--- config.mk ---
export PLATFORM = sky130hd
export DESIGN_NAME = pmd85_keyboard_matrix_flat
export DESIGN_NICKNAME = d
export VERILOG_FILES = /design/src/rtl/pmd85_kbd_pkg.sv /design/src/rtl/pmd85_keyboard_matrix_if.sv /design/src/rtl/pmd85_kbd_keymap.sv /design/src/rtl/pmd85_keyboard_matrix.sv /design/src/flat_wrapper.sv
export SDC_FILE = /design/constraint.sdc
export NUM_CORES = 1
export LEC_CHECK = 0
export ABC_AREA = 1
export BUFFER_PORTS_ARGS = -buffer_cell sky130_fd_sc_hd__buf_2
export CORE_ASPECT_RATIO = 1.1
export CORE_MARGIN = 10
export CORE_UTILIZATION = 42
export CTS_CLUSTER_DIAMETER = 80
export DETAILED_ROUTE_END_ITERATION = 10
export PLACE_DENSITY_LB_ADDON = 0.25
export SYNTH_ARGS = -nofsm -noshare
export SYNTH_HDL_FRONTEND = slang
export SYNTH_SLANG_ARGS = --single-unit
--- constraint.sdc ---
create_clock -name clk_sys -period 3.4 [get_ports clk_sys]
set_input_delay 0.34 -clock clk_sys [delete_from_list [all_inputs] [get_ports clk_sys]]
set_output_delay 0.34 -clock clk_sys [all_outputs]
set_load 0.01 [all_outputs]
--- src/rtl/pmd85_kbd_pkg.sv ---
// rtl/pmd85_kbd_pkg.sv - shared types and constants for the PMD85 keyboard matrix
package pmd85_kbd_pkg;

    localparam int NUM_COLS = 15;
    localparam int NUM_ROWS = 5;
    localparam logic [3:0] COL_NONE = 4'd15;

    localparam logic [7:0] SC_LSHIFT = 8'h12;
    localparam logic [7:0] SC_RSHIFT = 8'h59;
    localparam logic [7:0] SC_ESC    = 8'h76;
    localparam logic [7:0] SC_LCTRL  = 8'h14;
    localparam logic [7:0] SC_LALT   = 8'h11;
    localparam logic [7:0] SC_DEL    = 8'h71;

    typedef struct packed {
        logic       valid;
        logic [3:0] col;
        logic [2:0] row;
        logic       is_shift;
        logic       is_stop;
    } keymap_t;

    typedef enum logic [1:0] {
        RK_IDLE  = 2'd0,
        RK_ARMED = 2'd1,
        RK_PULSE = 2'd2,
        RK_WAIT  = 2'd3
    } rk_state_t;

    function automatic keymap_t key_at(input int c, input int r);
        key_at = '{valid: 1'b1, col: 4'(c), row: 3'(r), is_shift: 1'b0, is_stop: 1'b0};
    endfunction

endpackage

--- src/rtl/pmd85_keyboard_matrix_if.sv ---
// rtl/pmd85_keyboard_matrix_if.sv - keyboard event input and 8255-side matrix outputs
interface pmd85_keyboard_matrix_if;
    logic [10:0] ps2_key;
    logic [3:0]  col_sel;
    logic [4:0]  row_n;
    logic        shift_n;
    logic        stop_n;
    logic        reset_req;

    modport master (output ps2_key, col_sel, input row_n, shift_n, stop_n, reset_req);
    modport slave  (input ps2_key, col_sel, output row_n, shift_n, stop_n, reset_req);
endinterface

--- src/rtl/pmd85_kbd_keymap.sv ---
// rtl/pmd85_kbd_keymap.sv - combinational PS/2 set-2 scancode to PMD85 matrix position decoder
module pmd85_kbd_keymap
    import pmd85_kbd_pkg::*;
(
    input  logic       i_extended,
    input  logic [7:0] i_scancode,
    output keymap_t    o_map
);

    // Un-prefixed keypad codes share values with E0 cursor codes; the extended bit keeps them apart.
    always_comb begin
        o_map = '0;
        case ({i_extended, i_scancode})
            9'h012, 9'h059: o_map = '{valid: 1'b1, col: 4'd0, row: 3'd0, is_shift: 1'b1, is_stop: 1'b0};
            9'h076:         o_map = '{valid: 1'b1, col: 4'd0, row: 3'd0, is_shift: 1'b0, is_stop: 1'b1};
            9'h005: o_map = key_at(0, 0);   9'h006: o_map = key_at(1, 0);
            9'h004: o_map = key_at(2, 0);   9'h00C: o_map = key_at(3, 0);
            9'h003: o_map = key_at(4, 0);   9'h00B: o_map = key_at(5, 0);
            9'h083: o_map = key_at(6, 0);   9'h00A: o_map = key_at(7, 0);
            9'h001: o_map = key_at(8, 0);   9'h009: o_map = key_at(9, 0);
            9'h078: o_map = key_at(10, 0);  9'h007: o_map = key_at(11, 0);
            9'h016: o_map = key_at(0, 1);   9'h01E: o_map = key_at(1, 1);
            9'h026: o_map = key_at(2, 1);   9'h025: o_map = key_at(3, 1);
            9'h02E: o_map = key_at(4, 1);   9'h036: o_map = key_at(5, 1);
            9'h03D: o_map = key_at(6, 1);   9'h03E: o_map = key_at(7, 1);
            9'h046: o_map = key_at(8, 1);   9'h045: o_map = key_at(9, 1);
            9'h04E: o_map = key_at(10, 1);  9'h055: o_map = key_at(11, 1);
            9'h066: o_map = key_at(12, 1);
            9'h072: o_map = key_at(1, 1);   9'h06B: o_map = key_at(3, 1);
            9'h074: o_map = key_at(5, 1);   9'h06C: o_map = key_at(6, 1);
            9'h075: o_map = key_at(7, 1);
            9'h015: o_map = key_at(0, 2);   9'h01D: o_map = key_at(1, 2);
            9'h024: o_map = key_at(2, 2);   9'h02D: o_map = key_at(3, 2);
            9'h02C: o_map = key_at(4, 2);   9'h035: o_map = key_at(5, 2);
            9'h03C: o_map = key_at(6, 2);   9'h043: o_map = key_at(7, 2);
            9'h044: o_map = key_at(8, 2);   9'h04D: o_map = key_at(9, 2);
            9'h054: o_map = key_at(10, 2);  9'h05B: o_map = key_at(11, 2);
            9'h05A, 9'h15A: o_map = key_at(12, 2);
            9'h01C: o_map = key_at(0, 3);   9'h01B: o_map = key_at(1, 3);
            9'h023: o_map = key_at(2, 3);   9'h02B: o_map = key_at(3, 3);
            9'h034: o_map = key_at(4, 3);   9'h033: o_map = key_at(5, 3);
            9'h03B: o_map = key_at(6, 3);   9'h042: o_map = key_at(7, 3);
            9'h04B: o_map = key_at(8, 3);   9'h04C: o_map = key_at(9, 3);
            9'h052: o_map = key_at(10, 3);
            9'h01A: o_map = key_at(0, 4);   9'h022: o_map = key_at(1, 4);
            9'h021: o_map = key_at(2, 4);   9'h02A: o_map = key_at(3, 4);
            9'h032: o_map = key_at(4, 4);   9'h031: o_map = key_at(5, 4);
            9'h03A: o_map = key_at(6, 4);   9'h041: o_map = key_at(7, 4);
            9'h049: o_map = key_at(8, 4);   9'h04A: o_map = key_at(9, 4);
            9'h071: o_map = key_at(8, 4);   9'h029: o_map = key_at(10, 4);
            9'h175: o_map = key_at(12, 3);  9'h172: o_map = key_at(12, 4);
            9'h16B: o_map = key_at(13, 3);  9'h174: o_map = key_at(13, 4);
            9'h16C: o_map = key_at(14, 0);  9'h171: o_map = key_at(14, 1);
            default: o_map = '0;
        endcase
    end

endmodule

--- src/rtl/pmd85_keyboard_matrix.sv ---
// rtl/pmd85_keyboard_matrix.sv - PS/2 event to PMD85 15x5 key matrix; PMD85_KBD_RESETKEY_EN adds Ctrl+Alt+Del reset pulse
module pmd85_keyboard_matrix
    import pmd85_kbd_pkg::*;
(
    input  logic                      clk_sys,
    input  logic                      reset,
    pmd85_keyboard_matrix_if.slave    kbd
);

    logic                               r_toggle;
    logic                               r_evt_vld;
    logic [9:0]                         r_evt_key;
    logic [NUM_COLS-1:0][NUM_ROWS-1:0]  r_matrix;
    logic [1:0]                         r_shift;
    logic                               r_stop;
    logic [NUM_ROWS-1:0]                r_row_n;
    keymap_t                            w_map;
    logic                               w_evt_press;
    logic [15:0][NUM_ROWS-1:0]          w_cols;

    pmd85_kbd_keymap u_keymap (
        .i_extended (r_evt_key[8]),
        .i_scancode (r_evt_key[7:0]),
        .o_map      (w_map)
    );

    assign w_evt_press = r_evt_key[9];
    // Pad to 16 columns so col_sel can index directly; the pad column reads as released.
    assign w_cols      = {{((16 - NUM_COLS) * NUM_ROWS){1'b0}}, r_matrix};

    always_ff @(posedge clk_sys) begin
        if (reset) begin
            r_toggle  <= kbd.ps2_key[10];
            r_evt_vld <= 1'b0;
            r_evt_key <= '0;
            r_matrix  <= '0;
            r_shift   <= '0;
            r_stop    <= 1'b0;
            r_row_n   <= '1;
        end else begin
            r_toggle  <= kbd.ps2_key[10];
            r_evt_vld <= (kbd.ps2_key[10] != r_toggle);
            r_evt_key <= kbd.ps2_key[9:0];
            if (r_evt_vld && w_map.valid) begin
                if (w_map.is_shift) begin
                    r_shift[r_evt_key[7:0] == SC_RSHIFT] <= w_evt_press;
                end else if (w_map.is_stop) begin
                    r_stop <= w_evt_press;
                end else begin
                    for (int c = 0; c < NUM_COLS; c++) begin
                        for (int r = 0; r < NUM_ROWS; r++) begin
                            if (w_map.col == 4'(c) && w_map.row == 3'(r)) begin
                                r_matrix[c][r] <= w_evt_press;
                            end
                        end
                    end
                end
            end
            r_row_n <= (kbd.col_sel == COL_NONE) ? '1 : ~w_cols[kbd.col_sel];
        end
    end

    assign kbd.row_n   = r_row_n;
    assign kbd.shift_n = ~(|r_shift);
    assign kbd.stop_n  = ~r_stop;

`ifdef PMD85_KBD_RESETKEY_EN
    rk_state_t  r_rk_state;
    rk_state_t  w_rk_next;
    logic [3:0] r_rk_cnt;
    logic       r_ctrl;
    logic       r_alt;
    logic       r_del;
    logic       w_del_press;

    assign w_del_press = r_evt_vld && w_evt_press && r_evt_key[8] && (r_evt_key[7:0] == SC_DEL);

    always_ff @(posedge clk_sys) begin
        if (reset) begin
            r_rk_state <= RK_IDLE;
            r_rk_cnt   <= '0;
            r_ctrl     <= 1'b0;
            r_alt      <= 1'b0;
            r_del      <= 1'b0;
        end else begin
            r_rk_state <= w_rk_next;
            r_rk_cnt   <= (r_rk_state == RK_PULSE) ? r_rk_cnt + 4'd1 : 4'd0;
            if (r_evt_vld && !r_evt_key[8] && r_evt_key[7:0] == SC_LCTRL) r_ctrl <= w_evt_press;
            if (r_evt_vld && !r_evt_key[8] && r_evt_key[7:0] == SC_LALT)  r_alt  <= w_evt_press;
            if (r_evt_vld && r_evt_key[8] && r_evt_key[7:0] == SC_DEL)    r_del  <= w_evt_press;
        end
    end

    // WAIT holds until Delete is physically up, so typematic repeats cannot retrigger.
    always_comb begin
        w_rk_next = r_rk_state;
        case (r_rk_state)
            RK_IDLE:  if (w_del_press && r_ctrl && r_alt) w_rk_next = RK_ARMED;
            RK_ARMED: w_rk_next = RK_PULSE;
            RK_PULSE: if (r_rk_cnt == 4'hF) w_rk_next = RK_WAIT;
            RK_WAIT:  if (!r_del) w_rk_next = RK_IDLE;
            default:  w_rk_next = RK_IDLE;
        endcase
    end

    assign kbd.reset_req = (r_rk_state == RK_PULSE);
`else
    assign kbd.reset_req = 1'b0;
`endif

endmodule

--- src/flat_wrapper.sv ---
// flat-port wrapper written by rule: the top's interface ports become plain ports
module pmd85_keyboard_matrix_flat import pmd85_kbd_pkg::*;
  (clk_sys, reset, kbd_ps2_key, kbd_col_sel, kbd_row_n, kbd_shift_n, kbd_stop_n, kbd_reset_req);
  pmd85_keyboard_matrix_if kbd_i ();
  input  logic clk_sys;
  input  logic reset;
  input wire logic [$bits(kbd_i.ps2_key)-1:0] kbd_ps2_key;
  input wire logic [$bits(kbd_i.col_sel)-1:0] kbd_col_sel;
  output wire logic [$bits(kbd_i.row_n)-1:0] kbd_row_n;
  output wire logic [$bits(kbd_i.shift_n)-1:0] kbd_shift_n;
  output wire logic [$bits(kbd_i.stop_n)-1:0] kbd_stop_n;
  output wire logic [$bits(kbd_i.reset_req)-1:0] kbd_reset_req;
  assign kbd_i.ps2_key = kbd_ps2_key;
  assign kbd_i.col_sel = kbd_col_sel;
  assign kbd_row_n = kbd_i.row_n;
  assign kbd_shift_n = kbd_i.shift_n;
  assign kbd_stop_n = kbd_i.stop_n;
  assign kbd_reset_req = kbd_i.reset_req;
  pmd85_keyboard_matrix u_core (.clk_sys(clk_sys), .reset(reset), .kbd(kbd_i));
endmodule
* After elaboration in Yosys (flattened, before gate mapping)
Cells that the tools add are included.
** Cells by class
- Eq/ne operators :: 97
- Mux-type cells :: 6
- Magnitude comparators :: 3
- Bitwise gates (word level) :: 5
- Reductions and logical operators :: 166
** Operators with widths (number)
- 10-bit one-hot mux with 68 select lines :: 1
- 4-bit AND reduction :: 75
- 9-bit by 7-bit equality test with 1-bit output, second input constant :: 27
- 9-bit by 6-bit equality test with 1-bit output, second input constant :: 23
- 1-bit logical AND :: 77
- 9-bit by 5-bit equality test with 1-bit output, second input constant :: 8
- 9-bit equality test, second input constant :: 7
- 9-bit by 3-bit equality test with 1-bit output, second input constant :: 4
- 9-bit by 4-bit equality test with 1-bit output, second input constant :: 4
- 4-bit equality test, second input constant :: 8
- 5-bit binary-select mux with 4-bit select :: 1
- 2-bit OR reduction :: 10
- 4-bit by 3-bit equality test with 1-bit output, second input constant :: 4
- 9-bit by 1-bit equality test with 1-bit output, second input constant :: 1
- 9-bit by 2-bit equality test with 1-bit output, second input constant :: 1
- 9-bit by 8-bit equality test with 1-bit output, second input constant :: 1
- 4-bit by 2-bit equality test with 1-bit output, second input constant :: 2
- 8-bit by 7-bit equality test with 1-bit output, second input constant :: 1
- 3-bit by 2-bit equality test with 1-bit output, second input constant :: 2
- 4-bit by 5-bit less-than comparator with 1-bit output, second input constant :: 1
- 5-bit 2-to-1 mux :: 1
- 5-bit NOT :: 1
- 4-bit by 1-bit equality test with 1-bit output, second input constant :: 1
- 4-bit zero test :: 1
- 12 further kinds :: 15
** Storage, ports and cells
- Output and inout bits :: 8
- Input bits :: 17
- Register bits :: 95
- Logic and storage cells :: 358

* Longest topological paths before layout
- Depth in word-level cells :: 6
- Gate-level depth with buffers :: 17
- Gate-level depth less buffers :: 16

* Modules after synthesis
Synthesis repeated with hierarchy kept, for this count alone.
** Unflattened totals
- Cells, all modules :: 994
- Area total of the unflattened synthesis :: 6060.8 um2
** Modules (own cells, without submodules)
- pmd85_keyboard_matrix :: cells an instance 724, sequential area each 1901.8 um2, area an instance 4819.6 um2, instances 1
- pmd85_kbd_keymap :: cells an instance 270, sequential area each 0.0 um2, area an instance 1241.2 um2, instances 1

* Worst setup path before layout
OpenSTA, ideal clock, no wires.
- Path kind :: register to register
- Start :: register u_core.r_evt_key[8]
- End :: register u_core.r_matrix[21] (netlist name)
- Arrival time :: 1.983 ns
- Library setup time :: 0.132 ns
- Data required time :: 3.268 ns
- Stages on the path, launching flop included :: 17
- Path slack :: 1.284 ns
- Period minus slack after synthesis :: 2.116 ns
- Buffers on the path :: 5
- Cells stage by stage :: dfxtp_1 -> buf_2 -> inv_1 -> buf_2 -> buf_4 -> nand3_1 -> nand2_1 -> nor2_1 -> nand3_1 -> nor2_1 -> nand2_1 -> nor2_2 -> nor2_4 -> buf_4 -> buf_4 -> nand3_1 -> a21oi_1
** On the way
- Longest elaborated chain between the ends :: 6
- Elaborated cells on any way between the ends :: 92
- Classes of those cells :: 78 x eq/ne; 1 x mux; 2 x bitwise; 11 x reduce/logical
** Ends and longest elaborated chain
- start, declared :: line pmd85_keyboard_matrix.sv:12 : logic [9:0] r_evt_key;
- start signal, assigned :: line pmd85_keyboard_matrix.sv:43 : r_evt_key <= kbd.ps2_key[9:0];
- 9-bit by 7-bit equality test with 1-bit output (tied with other cells) :: line pmd85_kbd_keymap.sv:13 : case ({i_extended, i_scancode})
- 2-bit OR reduction (on tied branches)
- 10-bit one-hot mux with 68 select lines * :: line pmd85_kbd_keymap.sv:13
- 4-bit by 3-bit equality test with 1-bit output or 3-bit by 1-bit equality test with 1-bit output (tied branches) :: line pmd85_keyboard_matrix.sv:52 : if (w_map.col == 4'(c) && w_map.row == 3'(r)) begin
- 1-bit logical AND :: line pmd85_keyboard_matrix.sv:52
- 4-bit AND reduction (no source line) *
- end signal, assigned by index :: line pmd85_keyboard_matrix.sv:53 : r_matrix[c][r] <= w_evt_press;
- end, declared :: line pmd85_keyboard_matrix.sv:13 : logic [NUM_COLS-1:0][NUM_ROWS-1:0] r_matrix;
Mark *: on every way between the ends. The rest lies on a longest branch, timed or not.
A chain may end at the register's enable or synchronous reset.

* Worst setup path after layout
- Start :: register u_core.r_evt_key[7]
- End :: register u_core.r_matrix[16] (netlist name)
** On the way
- Longest elaborated chain between the ends :: 6
- Elaborated cells on any way between the ends :: 92
- Classes of those cells :: 78 x eq/ne; 1 x mux; 2 x bitwise; 11 x reduce/logical
** Ends and longest elaborated chain (line)
- 9-bit by 7-bit equality test with 1-bit output (tied with other cells) :: pmd85_kbd_keymap.sv:13
- 2-bit OR reduction (on tied branches)
- 10-bit one-hot mux with 68 select lines * :: pmd85_kbd_keymap.sv:13
- 4-bit by 2-bit equality test with 1-bit output or 3-bit by 1-bit equality test with 1-bit output (tied branches) :: pmd85_keyboard_matrix.sv:52
- 1-bit logical AND :: pmd85_keyboard_matrix.sv:52
- 4-bit AND reduction (no source line) *
Marked as above.

==> results.sh <==
export IMPL_setup_viol=0
export IMPL_synth_fp_nets=984
export IMPL_grt_max_degree=64
export IMPL_initial_core_util=0.431
export IMPL_cts_tree="built"
export IMPL_cts_num_sinks=95
export IMPL_num_rows=44
export IMPL_start_kind="register"
export IMPL_hold_ws_ns=0.104
export IMPL_ys_warn_count=0
export IMPL_ys_flop_type="dfxtp_1"
export IMPL_antenna_found_initial=0
export IMPL_postCtsSetupRepairBufs=0
export IMPL_first_pass_iters=5
export IMPL_status="completed"
export IMPL_met3_usage=0.0512
export IMPL_synth_commonest_cells="nand2_1, nor2_1, nand3_1"
export IMPL_synth_edf_count=0
export IMPL_p_total_mw=2.56
export IMPL_routedWlPerCell_um=17.1
export IMPL_core_um2=13300
export IMPL_dp_hpwl_um=13900
export IMPL_grtUsageMet1=0.269
export IMPL_yosysMostFrequentCell="nand2_1"
export IMPL_async_flop_share=0
export IMPL_gp_congestion=1.06
export IMPL_io_buffers=23
export IMPL_die_area_um2=18700
export IMPL_fp_dieH_um=142
export IMPL_grt_busiest_layer="met2"
export IMPL_first_iter_violations=675
export IMPL_ys_seq_area_frac=0.333
export IMPL_min_path_type="input port to register"
export IMPL_place_area_um2=5980
export IMPL_use_met2=0.321
export IMPL_synth_cell_types=29
export IMPL_syn_to_final_growth_pct=10.2
export IMPL_fin_skew_ns=0.0105
export IMPL_die_x_um=131
export IMPL_fin_crit_ns=3.08
export IMPL_end_kind="register"
export IMPL_slew_headroom=0.232
export IMPL_setup_tns_final_ns=0
export IMPL_synth_area_top_cells="dfxtp_1, nand2_1, nand3_1"
export IMPL_worstSkewPairLatency_ns=0.36
export IMPL_critPathRequiredTime_ns=3.65
export IMPL_grtUsageTotal=0.207
export IMPL_clkSlewWorstSetupHoldPaths_ns=0.07
export IMPL_viasPerCell=5.57
export IMPL_syn_area_per_cell_um2=5.91
export IMPL_yosys_area_top_type_share=0.333
export IMPL_hold_viol_final=0
export IMPL_synth_seq_cells=95
export IMPL_path_class="register to register"
export IMPL_ir_drop_mv=0.322
export IMPL_post_route_drc_count=0
export IMPL_antennaDiodeCount=0
export IMPL_slowest_delay_ns=0.65
export IMPL_cap_violations=0
export IMPL_cts_hold_buf=0
export IMPL_cts_resized=0
export IMPL_wl_um=19800
export IMPL_worstPathArrival_ns=3.33
export IMPL_rsz0062_at_grt="false"
export IMPL_cp_common_cell="nand2_1"
export IMPL_io_pins=25
export IMPL_grt_pass1_wl_um=31000
export IMPL_cts_max_path_buffers=2
export IMPL_crit_fanout=63
export IMPL_layout_nets=985
export IMPL_design_area_um2=6300
export IMPL_vias=6434
export IMPL_slew_viol_final=0
export IMPL_worstPathCellList="nor2_2 > nand2_1 > nor2_1 > nand2_1 > nand2_1 > nor2_1 > nand2_1 > nor2_1 > nand2_1 > nor2_2 > nor2_4 > buf_12 > nand2_1 > o21ai_0 > a21oi_1"
export IMPL_htree_levels=3
export IMPL_drive_gt1_frac=0.0741
export IMPL_root_buffer="clkbuf_16"
export IMPL_fin_crit_sh=0.905
export IMPL_grt_pass1_vias=5741
export IMPL_ant_nets=0
export IMPL_power_density_nw_per_um2=407
export IMPL_p_leak_nw=2.60
export IMPL_fill_cells=1437
export IMPL_synth_largest_area_cell="dfxtp_1"
export IMPL_synthCells=967
export IMPL_tightest_slew_ns=1.15
export IMPL_fmax_ghz=0.325
export IMPL_critPathSlowestCell="nor2_1"
export IMPL_syn_area_um2=5710
export IMPL_globalRoute_totalOverflow=0
export IMPL_cts_buffers=9
[layout by cell type (no fill, tap or decap), types with 2 or more instances in the layout]
cell type and instances:
nand2_1 270, nor2_1 124, nand3_1 102, dfxtp_1 94, inv_1 90, a21oi_1 84, o21ai_0 65, nor3_1 38
buf_2 23, buf_4 18, clkbuf_16 9, a31oi_1 7, nor2_2 6, a32oi_1 6, inv_2 5, a22oi_1 4
o21ai_1 3, o211ai_1 3, nor2_4 2, nand4_1 2, nor4_1 2, bufinv_16 2
[kinds of logic after synthesis]
family,after synthesis,synth area share
DFF,95,0.333
other,1,0.000656
xor gates and xnor gates,1,0.00153
AOI/OAI and AO/OA,174,0.162
and+or+nand+nor,548,0.399
buffers and inverters,148,0.104
[area by class of cell]
| type | count | area [µm²] | share of cell area |
|---|---|---|---|
| multi-input combinational | 724 | 3220 | 0.511 |
| sequential | 95 | 1900 | 0.302 |
| inverter | 96 | 360 | 0.0572 |
| timing repair buffer | 42 | 270 | 0.0429 |
| tap | 184 | 230 | 0.0366 |
| clock buffer | 9 | 225 | 0.0358 |
| clock inverter | 6 | 93.8 | 0.0149 |
[power breakdown]
part           switching, mW  internal, mW  leakage, nW
sequential            0.0193          1.12        0.769
combinational          0.213        0.0726         1.67
clock                  0.486         0.649        0.158
[metrics by stage]
stage                     std cells  worst slack, ns  utilization
after global routing           1156           0.0363        0.475
after floorplan                 967             1.28            -
after detailed placement       1141            0.387        0.451
after global placement         1141            0.403        0.451
final                          1156            0.324        0.475
after CTS                      1156            0.375        0.475
[state kept, by name (all words and copies together), names as in the netlist]
register          cells
u_core.r_stop         1
u_core.r_shift        2
u_core.r_matrix      75
u_core.kbd.row_n      5
u_core.r_toggle       1
u_core.r_evt_vld      1
u_core.r_evt_key     10
[metal layers]
layer	vias up	routed length, µm
li1	3136	-
met1	2922	8690
met2	310	8590
met3	66	1830
met4	0	684
met5	-	0
[critical path: cells and delay by family, from the launching register on]
| family | cells | cell delay [ns] |
|---|---|---|
| and+or+nand+nor | 12 | 2.08 |
| buffers and inverters | 1 | 0.30 |
| AOI/OAI and AO/OA | 2 | 0.21 |
| DFF | 1 | 0.34 |
[final timing paths]
path	start	end	slack [ns]	cells after the start
hold reg to reg	u_core.r_matrix[60]$_SDFFE_PP0P_	u_core.r_matrix[60]$_SDFFE_PP0P_	0.42	2
hold / removal	kbd_ps2_key[10]	u_core.r_toggle$_DFF_P_	0.10	1
setup / recovery	u_core.r_evt_key[7]$_SDFF_PP0_	u_core.r_matrix[16]$_SDFFE_PP0P_	0.32	15
setup reg to reg	u_core.r_evt_key[7]$_SDFF_PP0_	u_core.r_matrix[16]$_SDFFE_PP0P_	0.32	15
Note: power is estimated with default switching activity, not from simulation.
